===== src/rtl/sent_param_report_pkg.sv =====
// Shared definitions for the SENT parameter report path: payload word layout,
// FSM encoding, frame/counter sizing and the word packing helper.
package sent_param_report_pkg;

  localparam int unsigned FRAME_WORDS = 4;
  localparam int unsigned DROP_CNT_W  = 16;
  localparam int unsigned WORD_CNT_W  = $clog2(FRAME_WORDS);

  // Word 0 field offsets
  localparam int unsigned W0_ID_LSB      = 16;
  localparam int unsigned W0_CH_LSB      = 8;
  // Word 1 field offsets
  localparam int unsigned W1_CTICK_LSB   = 24;
  localparam int unsigned W1_LTICK_LSB   = 16;
  localparam int unsigned W1_PMODE_LSB   = 8;
  localparam int unsigned W1_PLEN_HI_LSB = 0;
  // Word 2 field offsets
  localparam int unsigned W2_PLEN_LO_LSB = 24;
  localparam int unsigned W2_CRC_BIT     = 16;
  localparam int unsigned W2_STATUS_LSB  = 8;
  localparam int unsigned W2_DLEN_LSB    = 0;
  // Word 3 field offsets
  localparam int unsigned W3_DATA_LSB    = 8;
  localparam int unsigned W3_SEQ_LSB     = 0;

  typedef enum logic [0:0] {
    ST_IDLE = 1'b0,
    ST_SEND = 1'b1
  } state_t;

  typedef struct packed {
    logic [7:0]  channel;
    logic [7:0]  ctick_len;
    logic [7:0]  ltick_len;
    logic [1:0]  pause_mode;
    logic [15:0] pause_len;
    logic        crc_mode;
    logic [3:0]  status_nibble;
    logic [2:0]  data_len;
    logic [23:0] data_nibble;
  } rpt_fields_t;

  // Builds one payload word; bits not owned by a field stay zero.
  function automatic logic [31:0] pack_word(input rpt_fields_t f,
                                            input logic [15:0] id,
                                            input logic [7:0]  seq,
                                            input logic [WORD_CNT_W-1:0] idx);
    logic [31:0] w;
    w = '0;
    case (idx)
      2'd0: begin
        w[W0_ID_LSB +: 16] = id;
        w[W0_CH_LSB +: 8]  = f.channel;
      end
      2'd1: begin
        w[W1_CTICK_LSB +: 8]   = f.ctick_len;
        w[W1_LTICK_LSB +: 8]   = f.ltick_len;
        w[W1_PMODE_LSB +: 2]   = f.pause_mode;
        w[W1_PLEN_HI_LSB +: 8] = f.pause_len[15:8];
      end
      2'd2: begin
        w[W2_PLEN_LO_LSB +: 8] = f.pause_len[7:0];
        w[W2_CRC_BIT]          = f.crc_mode;
        w[W2_STATUS_LSB +: 4]  = f.status_nibble;
        w[W2_DLEN_LSB +: 3]    = f.data_len;
      end
      default: begin
        w[W3_DATA_LSB +: 24] = f.data_nibble;
        w[W3_SEQ_LSB +: 8]   = seq;
      end
    endcase
    return w;
  endfunction

endpackage


===== src/rtl/sent_param_slot.sv =====
// One-deep pending request buffer with overwrite detection and a saturating
// drop counter.
module sent_param_slot
  import sent_param_report_pkg::*;
(
  input  logic                  clk,
  input  logic                  rst_n,
  input  logic                  wr_en,
  input  rpt_fields_t           wr_data,
  input  logic                  rd_en,
  output logic                  pend_vld,
  output rpt_fields_t           pend_data,
  output logic [DROP_CNT_W-1:0] drop_cnt
);

  logic drop;

  // A write into an occupied slot that is not being drained this cycle loses the old entry.
  assign drop = wr_en && pend_vld && !rd_en;

  // Slot contents and occupancy; a write wins over a simultaneous read.
  always_ff @(posedge clk or negedge rst_n) begin
    if (!rst_n) begin
      pend_vld  <= 1'b0;
      pend_data <= '0;
    end else begin
      if (wr_en) begin
        pend_data <= wr_data;
        pend_vld  <= 1'b1;
      end else if (rd_en) begin
        pend_vld  <= 1'b0;
      end
    end
  end

  // Saturating count of overwritten requests.
  always_ff @(posedge clk or negedge rst_n) begin
    if (!rst_n) begin
      drop_cnt <= '0;
    end else if (drop && (drop_cnt != '1)) begin
      drop_cnt <= drop_cnt + DROP_CNT_W'(1);
    end
  end

endmodule


===== src/rtl/sent_param_report.sv =====
// Packs a SENT channel parameter set into a 4-word UDP payload and streams it
// on the user UDP transmit AXI-Stream port.
module sent_param_report
  import sent_param_report_pkg::*;
#(
  parameter int unsigned ID_SENT_PARAM = 2
) (
  input  logic        clk,
  input  logic        rst_n,
  input  logic        rpt_vld,
  input  logic [7:0]  rpt_channel,
  input  logic [7:0]  rpt_ctick_len,
  input  logic [7:0]  rpt_ltick_len,
  input  logic [1:0]  rpt_pause_mode,
  input  logic [15:0] rpt_pause_len,
  input  logic        rpt_crc_mode,
  input  logic [3:0]  rpt_status_nibble,
  input  logic [2:0]  rpt_data_len,
  input  logic [23:0] rpt_data_nibble,
  output logic [31:0] tx_axis_udp_tdata,
  output logic        tx_axis_udp_tvalid,
  output logic        tx_axis_udp_tlast,
  input  logic        tx_axis_udp_tready,
  output logic        rpt_busy,
  output logic [15:0] rpt_drop_cnt
);

  localparam logic [15:0]           FRAME_ID  = 16'(ID_SENT_PARAM);
  localparam logic [WORD_CNT_W-1:0] LAST_WORD = WORD_CNT_W'(FRAME_WORDS - 1);

  rpt_fields_t             req;
  rpt_fields_t             pend;
  rpt_fields_t             frame;
  logic                    pend_vld;
  logic                    consume;
  state_t                  state;
  logic [WORD_CNT_W-1:0]   word_cnt;
  logic [7:0]              seq;

  // Gather the request inputs into one record for the slot.
  always_comb begin
    req               = '0;
    req.channel       = rpt_channel;
    req.ctick_len     = rpt_ctick_len;
    req.ltick_len     = rpt_ltick_len;
    req.pause_mode    = rpt_pause_mode;
    req.pause_len     = rpt_pause_len;
    req.crc_mode      = rpt_crc_mode;
    req.status_nibble = rpt_status_nibble;
    req.data_len      = rpt_data_len;
    req.data_nibble   = rpt_data_nibble;
  end

  assign consume = (state == ST_IDLE) && pend_vld;

  sent_param_slot u_slot (
    .clk       (clk),
    .rst_n     (rst_n),
    .wr_en     (rpt_vld),
    .wr_data   (req),
    .rd_en     (consume),
    .pend_vld  (pend_vld),
    .pend_data (pend),
    .drop_cnt  (rpt_drop_cnt)
  );

  // Frame FSM: latch the pending entry, then stream it one word per handshake.
  always_ff @(posedge clk or negedge rst_n) begin
    if (!rst_n) begin
      state    <= ST_IDLE;
      word_cnt <= '0;
      seq      <= '0;
      frame    <= '0;
    end else begin
      unique case (state)
        ST_IDLE: begin
          if (pend_vld) begin
            frame    <= pend;
            word_cnt <= '0;
            state    <= ST_SEND;
          end
        end
        ST_SEND: begin
          if (tx_axis_udp_tready) begin
            word_cnt <= word_cnt + WORD_CNT_W'(1);
            if (word_cnt == LAST_WORD) begin
              seq   <= seq + 8'd1;
              state <= ST_IDLE;
            end
          end
        end
        default: state <= ST_IDLE;
      endcase
    end
  end

  // Output word mux; outputs are decoded from registered state so they are
  // stable under backpressure and drop as soon as reset asserts.
  always_comb begin
    tx_axis_udp_tvalid = (state == ST_SEND);
    tx_axis_udp_tlast  = tx_axis_udp_tvalid && (word_cnt == LAST_WORD);
    rpt_busy           = tx_axis_udp_tvalid;
    tx_axis_udp_tdata  = '0;
    if (tx_axis_udp_tvalid) begin
      tx_axis_udp_tdata = pack_word(frame, FRAME_ID, seq, word_cnt);
    end
  end

endmodule


===== config.mk =====
export PLATFORM = sky130hd
export DESIGN_NAME = sent_param_report
export DESIGN_NICKNAME = d
export VERILOG_FILES = /design/src/rtl/sent_param_report_pkg.sv /design/src/rtl/sent_param_slot.sv /design/src/rtl/sent_param_report.sv
export SDC_FILE = /design/constraint.sdc
export NUM_CORES = 1
export LEC_CHECK = 0
export BUFFER_PORTS_ARGS = -buffer_cell sky130_fd_sc_hd__buf_4
export CAP_MARGIN = 20
export CORE_MARGIN = 4
export CORE_UTILIZATION = 25
export CTS_CLUSTER_SIZE = 8
export DETAILED_ROUTE_END_ITERATION = 12
export PLACE_DENSITY = 0.53
export RECOVER_POWER = 25
export SLEW_MARGIN = 0
export SYNTH_ARGS = -nofsm -noshare
export SYNTH_HDL_FRONTEND = slang
export SYNTH_SLANG_ARGS = --single-unit

===== constraint.sdc =====
create_clock -name clk -period 2.3 [get_ports clk]
set_clock_uncertainty 0.15 [all_clocks]
set_input_delay 0.46 -clock clk [delete_from_list [all_inputs] [get_ports clk]]
set_output_delay 0.46 -clock clk [all_outputs]
set_load 0.005 [all_outputs]

# --- After elaboration in Yosys (flattened, before gate mapping) ---
# Cells that the tools add are included.
word_totals:
  ff_bits: 176
  word_cells: 64
classes:
  reduce_logical: 13
  n_eq_ne: 6
  mux: 18
  n_addsub: 3
  n_bitwise: 1
ops:
  columns: ["cell", "count"]
  rows:
  - ["32-bit two-way mux", 1]
  - ["8-bit case mux with 3 select lines", 1]
  - ["7-bit case mux with 3 select lines", 1]
  - ["16-bit by 1-bit adder with 16-bit output (second input constant)", 1]
  - ["16-bit != test (second input constant)", 1]
  - ["2-bit case mux with 3 select lines", 2]
  - ["5-bit case mux with 2 select lines", 1]
  - ["3-bit case mux with 3 select lines", 1]
  - ["8-bit by 1-bit adder with 8-bit output (second input constant)", 1]
  - ["4-bit case mux with 2 select lines", 1]
  - ["1-bit logical AND", 5]
  - ["1-bit two-way mux", 5]
  - ["2-bit equality test (second input constant)", 2]
  - ["2-bit two-way mux", 2]
  - ["2-bit case mux with 2 select lines", 1]
  - ["2-bit AND reduction", 2]
  - ["2-bit OR reduction", 2]
  - ["1-bit case mux with 3 select lines", 1]
  - ["3-bit AND reduction", 1]
  - ["2-bit by 1-bit adder with 2-bit output (second input constant)", 1]
  - ["2-bit by 1-bit equality test with 1-bit output (second input constant)", 1]
  - ["2-bit zero test", 1]
  - ["2-bit by 1-bit != test with 1-bit output (second input constant)", 1]
  - ["2-bit != test (second input constant)", 1]
  - ["other kinds (4)", 4]

# --- Logic depth before layout (Yosys ltp) ---
logic_depth:
  word_depth: 5
  depth_mapped: 6
  ltp_nobuf: 5

# --- By module ---
# A second synthesis with hierarchy kept.
unflattened:
  cells_unflattened: 526
  area_unflattened_um2: 7554.7
by_module_without_submodules:
  columns: ["mod", "area_each_um2", "cells_per_inst", "n_inst"]
  rows:
  - ["sent_param_report", 3960.0, 296, 1]
  - ["sent_param_slot", 3594.7, 230, 1]

# --- Worst setup path before layout ---
# Ideal clock, no wire load.
synth_timing:
  path_kind: "flip-flop to output port"
  startpoint: "register word_cnt[0]"
  endpoint: "output tx_axis_udp_tdata[10]"
  arrival_time_ps: 1470
  path_stages_with_launch: 7
  required_ps: 1690
  slack_ps: 220
  path_cell_list: "dfrtp_1 -> inv_1 -> ha_1 -> clkbuf_1 -> clkbuf_1 -> a221o_1 -> o211a_1"
synth_between:
  elab_chain_cells: 3
  elab_cells_between_ends: 5
  cone_classes: "2 x eq/ne; 2 x mux; 1 x reduce/logical"
synth_lines:
  columns: ["element", "line", "source"]
  rows:
  - ["start, declared", "sent_param_report.sv:37", "logic [WORD_CNT_W-1:0] word_cnt;"]
  - ["start signal, assigned", "sent_param_report.sv:85", "word_cnt <= word_cnt + WORD_CNT_W'(1);"]
  - ["2-bit equality test, or another cell as far along", "sent_param_report_pkg.sv:50", "case (idx)"]
  - ["2-bit case mux with 3 select lines (*)", "sent_param_report_pkg.sv:50", null]
  - ["32-bit two-way mux (*)", "sent_param_report.sv:104", "if (tx_axis_udp_tvalid) begin"]
  - ["end, declared", "sent_param_report.sv:20", "output logic [31:0] tx_axis_udp_tdata,"]
# Mark *: on every way between the ends. The rest lies on a longest branch, timed or not.

# --- Worst setup path after layout ---
layout_timing:
  startpoint: "register word_cnt[1]"
  endpoint: "output tx_axis_udp_tdata[8]"
# The elaborated chain is that of the path after synthesis.

==> results.py <==
metrics = {
    "status": {
        "status": "finished with violations",
        "violations": "negative setup slack",
    },
    "routing": {
        "post_drt_wl_per_cell_um": 17.4,
        "wirelength_um": 18600,
        "num_vias": 4668,
        "via_per_inst": 4.37,
        "drt_first_pass_iters": 4,
        "drt_iter0_markers": 181,
        "drc": 0,
        "antenna_left": 0,
    },
    "pwr": {
        "p_int_uw": 8340,
        "pwr-share-seq": 0.389,
        "sw_frac_of_total": 0.312,
        "vdd_drop_max_uv": 420,
        "p_leak_uw": 0.00443,
        "power_density_mw_per_mm2": 1210,
        "switching_power_uw": 3780,
        "combPwrFrac": 0.356,
        "clockPowerShare": 0.255,
        "total_power_uw": 12100,
    },
    "floorplanning": {
        "pin_count": 129,
        "core.rowCount": 63,
        "die-area_mm2": 0.0328,
        "start_util": 0.253,
        "fp.dieW_um": 181,
        "die-height_um": 181,
        "core_area_mm2": 0.0296,
    },
    "clock_tree": {
        "cts-buffers-inserted": 17,
        "path_clk_slew_ns": 0.08,
        "clockBufferDepth": 2,
        "clk_latency_ns": 0.43,
        "cts-root-buf": "clkbuf_16",
        "cts_tree": "yes",
        "htree_levels": 4,
        "clkSinkCount": 176,
    },
    "timing": {
        "tightest_slew_ns": 1.24,
        "rsz0062_at_grt": "true",
        "post-route-period-util": 1.09,
        "finalMaxSlewViolations": 0,
        "slew_headroom": 0.173,
        "fmax_mhz": 399,
        "period_minus_slack_ns": 2.51,
        "worst_slack_ns": -0.206,
        "hold_violations": 0,
        "finalSetupViolations": 32,
    },
    "logic_synthesis": {
        "seq_area_frac_synth": 0.587,
        "netlist_instances": 517,
        "yosysMostFrequentCell": "dfrtp_1",
        "avgSynthCellArea_um2": 14.5,
        "netlist_area_mm2": 0.00750,
        "ys_ff_latch": 176,
        "async_flop_share": 1.00,
        "synthDistinctLibCells": 43,
        "yosys-top-cells-area": "dfrtp_1, mux2_2, o211a_1, a221o_1, nor2b_1",
        "synth_ff_type": "dfrtp_1",
        "ys.warnings.count": 0,
        "yosysTopAreaCellShare": 0.587,
        "synth_common_cells": "dfrtp_1, mux2_2, nor2b_1",
        "synth_area_leader_cell": "dfrtp_1",
        "syn-num-nets": 602,
        "synth_edf_count": 0,
    },
    "worst_setup_path": {
        "slowest_stage": "dfrtp_2",
        "reg2reg_depth": 4,
        "worstReg2RegEnd": "u_slot.drop_cnt[9]",
        "worstSetupStartpointType": "register",
        "cp_slowest_stage_delay_ns": 0.46,
        "worstPathMaxFanout": 15,
        "cp.required_ns": 1.69,
        "critPathTopFamily": "flip-flops",
        "crit_arrival_ns": 1.90,
        "path_class": "reg2out",
        "cp_cell_sequence": "inv_4 > ha_4 > buf_12 > a222oi_1 > nand2_1 > o211a_1 > buf_6",
        "critPathCaptureType": "primary output",
        "r2r_slack_ns": 0.35,
        "worst-path-buf-inv": 3,
        "worstReg2RegStart": "rpt_busy",
    },
    "global_route": {
        "grt_first_pass_wirelength_um": 29600,
        "grt_max_degree": 70,
        "grt_usage": 0.115,
        "grt_pass1_vias": 5010,
        "antenna_found_initial": 0,
        "grt-ovfl-total": 0,
    },
    "place": {
        "placedCellCount": 1026,
        "hpwl_um": 12500,
        "numPortBuffers": 128,
        "gp_congestion": 0.723,
        "postPlaceCellArea_mm2": 0.00908,
    },
    "min_path": {
        "hold_start": "rpt_pause_len[14]",
        "worstHoldPathCells": 2,
        "hp-class": "in2reg",
        "hold_end": "u_slot.pend_data[46]",
    },
    "layout": {
        "drive_gt1_frac": 0.567,
        "layout.nets": 749,
        "area_growth_pct": 33.8,
        "diodes": 0,
        "fin_area_mm2": 0.0100,
        "finalNonFillerCells": 1067,
    },
    "run": {
        "drv_cap": 0,
    },
}
==> layout by cell type, fill, tap and decap left out, drive strengths merged, types with 2 or more instances in the layout <==
cell type / n
clkinv: 3
nand4: 5
clkbuf: 22
clkinvlp: 2
dfrtp: 176
o211a: 17
inv: 13
nor4: 5
nand2: 6
xor2: 11
nor2b: 19
nor3: 3
xnor2: 9
bufinv: 2
a221o: 14
o21a: 2
and4: 2
a22oi: 15
buf: 155
ha: 7
mux2: 150
nor2: 7
a21oi: 2
nand3: 10
a222oi: 2
o2111ai: 2
o21ai: 2
==> worst reg2reg max path, cell delays in order (launching register included) <==
cell and delay [ns]:
dfrtp_4 0.61, and3_1 0.32, nand2_1 0.24, nor4_1 0.37, xor2_1 0.18
==> cell type report <==
cell class | count | area (um^2)
Timing Repair Buffer | 160 | 1380
Multi-Input combinational cell | 303 | 3100
Sequential cell | 176 | 4410
Fill cell | 2986 | 19600
Clock buffer | 18 | 439
Clock inverter | 14 | 189
Tap cell | 390 | 488
Inverter | 6 | 31.3
==> how the worst max path moves through the flow <==
| stage | startpoint | end | slack, ns | cells after the start |
|---|---|---|---|---|
| final | word_cnt[1] | tx_axis_udp_tdata[8] | -0.21 | 7 |
| after global routing | word_cnt[1] | tx_axis_udp_tdata[9] | -0.31 | 7 |
| after CTS | word_cnt[1] | tx_axis_udp_tdata[8] | -0.23 | 7 |
| after detailed placement | word_cnt[1] | tx_axis_udp_tdata[13] | 0.11 | 6 |
| after global placement | word_cnt[1] | tx_axis_udp_tdata[13] | 0.13 | 6 |
| after floorplan | word_cnt[0] | tx_axis_udp_tdata[10] | 0.22 | 6 |
==> cell families (layout without fill, tap and decap cells) <==
kind of cell	after synthesis	after routing	share of synthesized area
adder cells (fa/ha/maj)	7	7	0.0117
multiplexers	151	151	0.227
flip-flops	176	176	0.587
buffers and inverters	38	198	0.0219
XOR/XNOR	20	20	0.0234
AND/OR/NAND/NOR	61	61	0.0519
AO/OA/AOI/OAI	64	64	0.0774
==> power by group through the flow <==
stage	clock (uW)	combinational (uW)	sequential, uW
after floorplan	0	2210	4460
after global placement	0	3720	4720
after global routing	3320	4720	4870
final	3090	4310	4720
after detailed placement	0	3760	4720
after CTS	3200	4280	4720
==> what timing repair did <==
item / in CTS / in global routing
pin swaps: 9 / 3
setup buffers: 4 / 2
hold buffers: 1 / 0
gates cloned: 1 / 1
endpoints found under the hold margin: 17 / 0
endpoints found under the setup margin: 32 / 33
resized for setup: 59 / 7
==> routing by layer <==
layer  track usage  vias up  wire [um]
li1              -     2199          -
met1         0.162     2385       8930
met2         0.175       73       8730
met3        0.0310       11        751
met4        0.0339        0        184
met5             0        -          0
==> flip-flops by register name (all words and copies together) (netlist names) <==
register          cells
frame                74
u_slot.pend_data     74
u_slot.drop_cnt      16
seq                   8
word_cnt              2
rpt_busy              1
u_slot.pend_vld       1
==> metrics by stage <==
stage               setup TNS [ns]  utilization  setup slack [ns]  hold slack (ns)
global placement                 0        0.306             0.134            0.173
finish                       -4.90        0.339            -0.206            0.102
CTS                          -6.03        0.337            -0.228           0.0766
floorplan                        0            -             0.220           0.0144
global route                 -8.90        0.339            -0.309           0.0700
detailed placement               0        0.306             0.106            0.175
(Power assumes the default switching activity.)
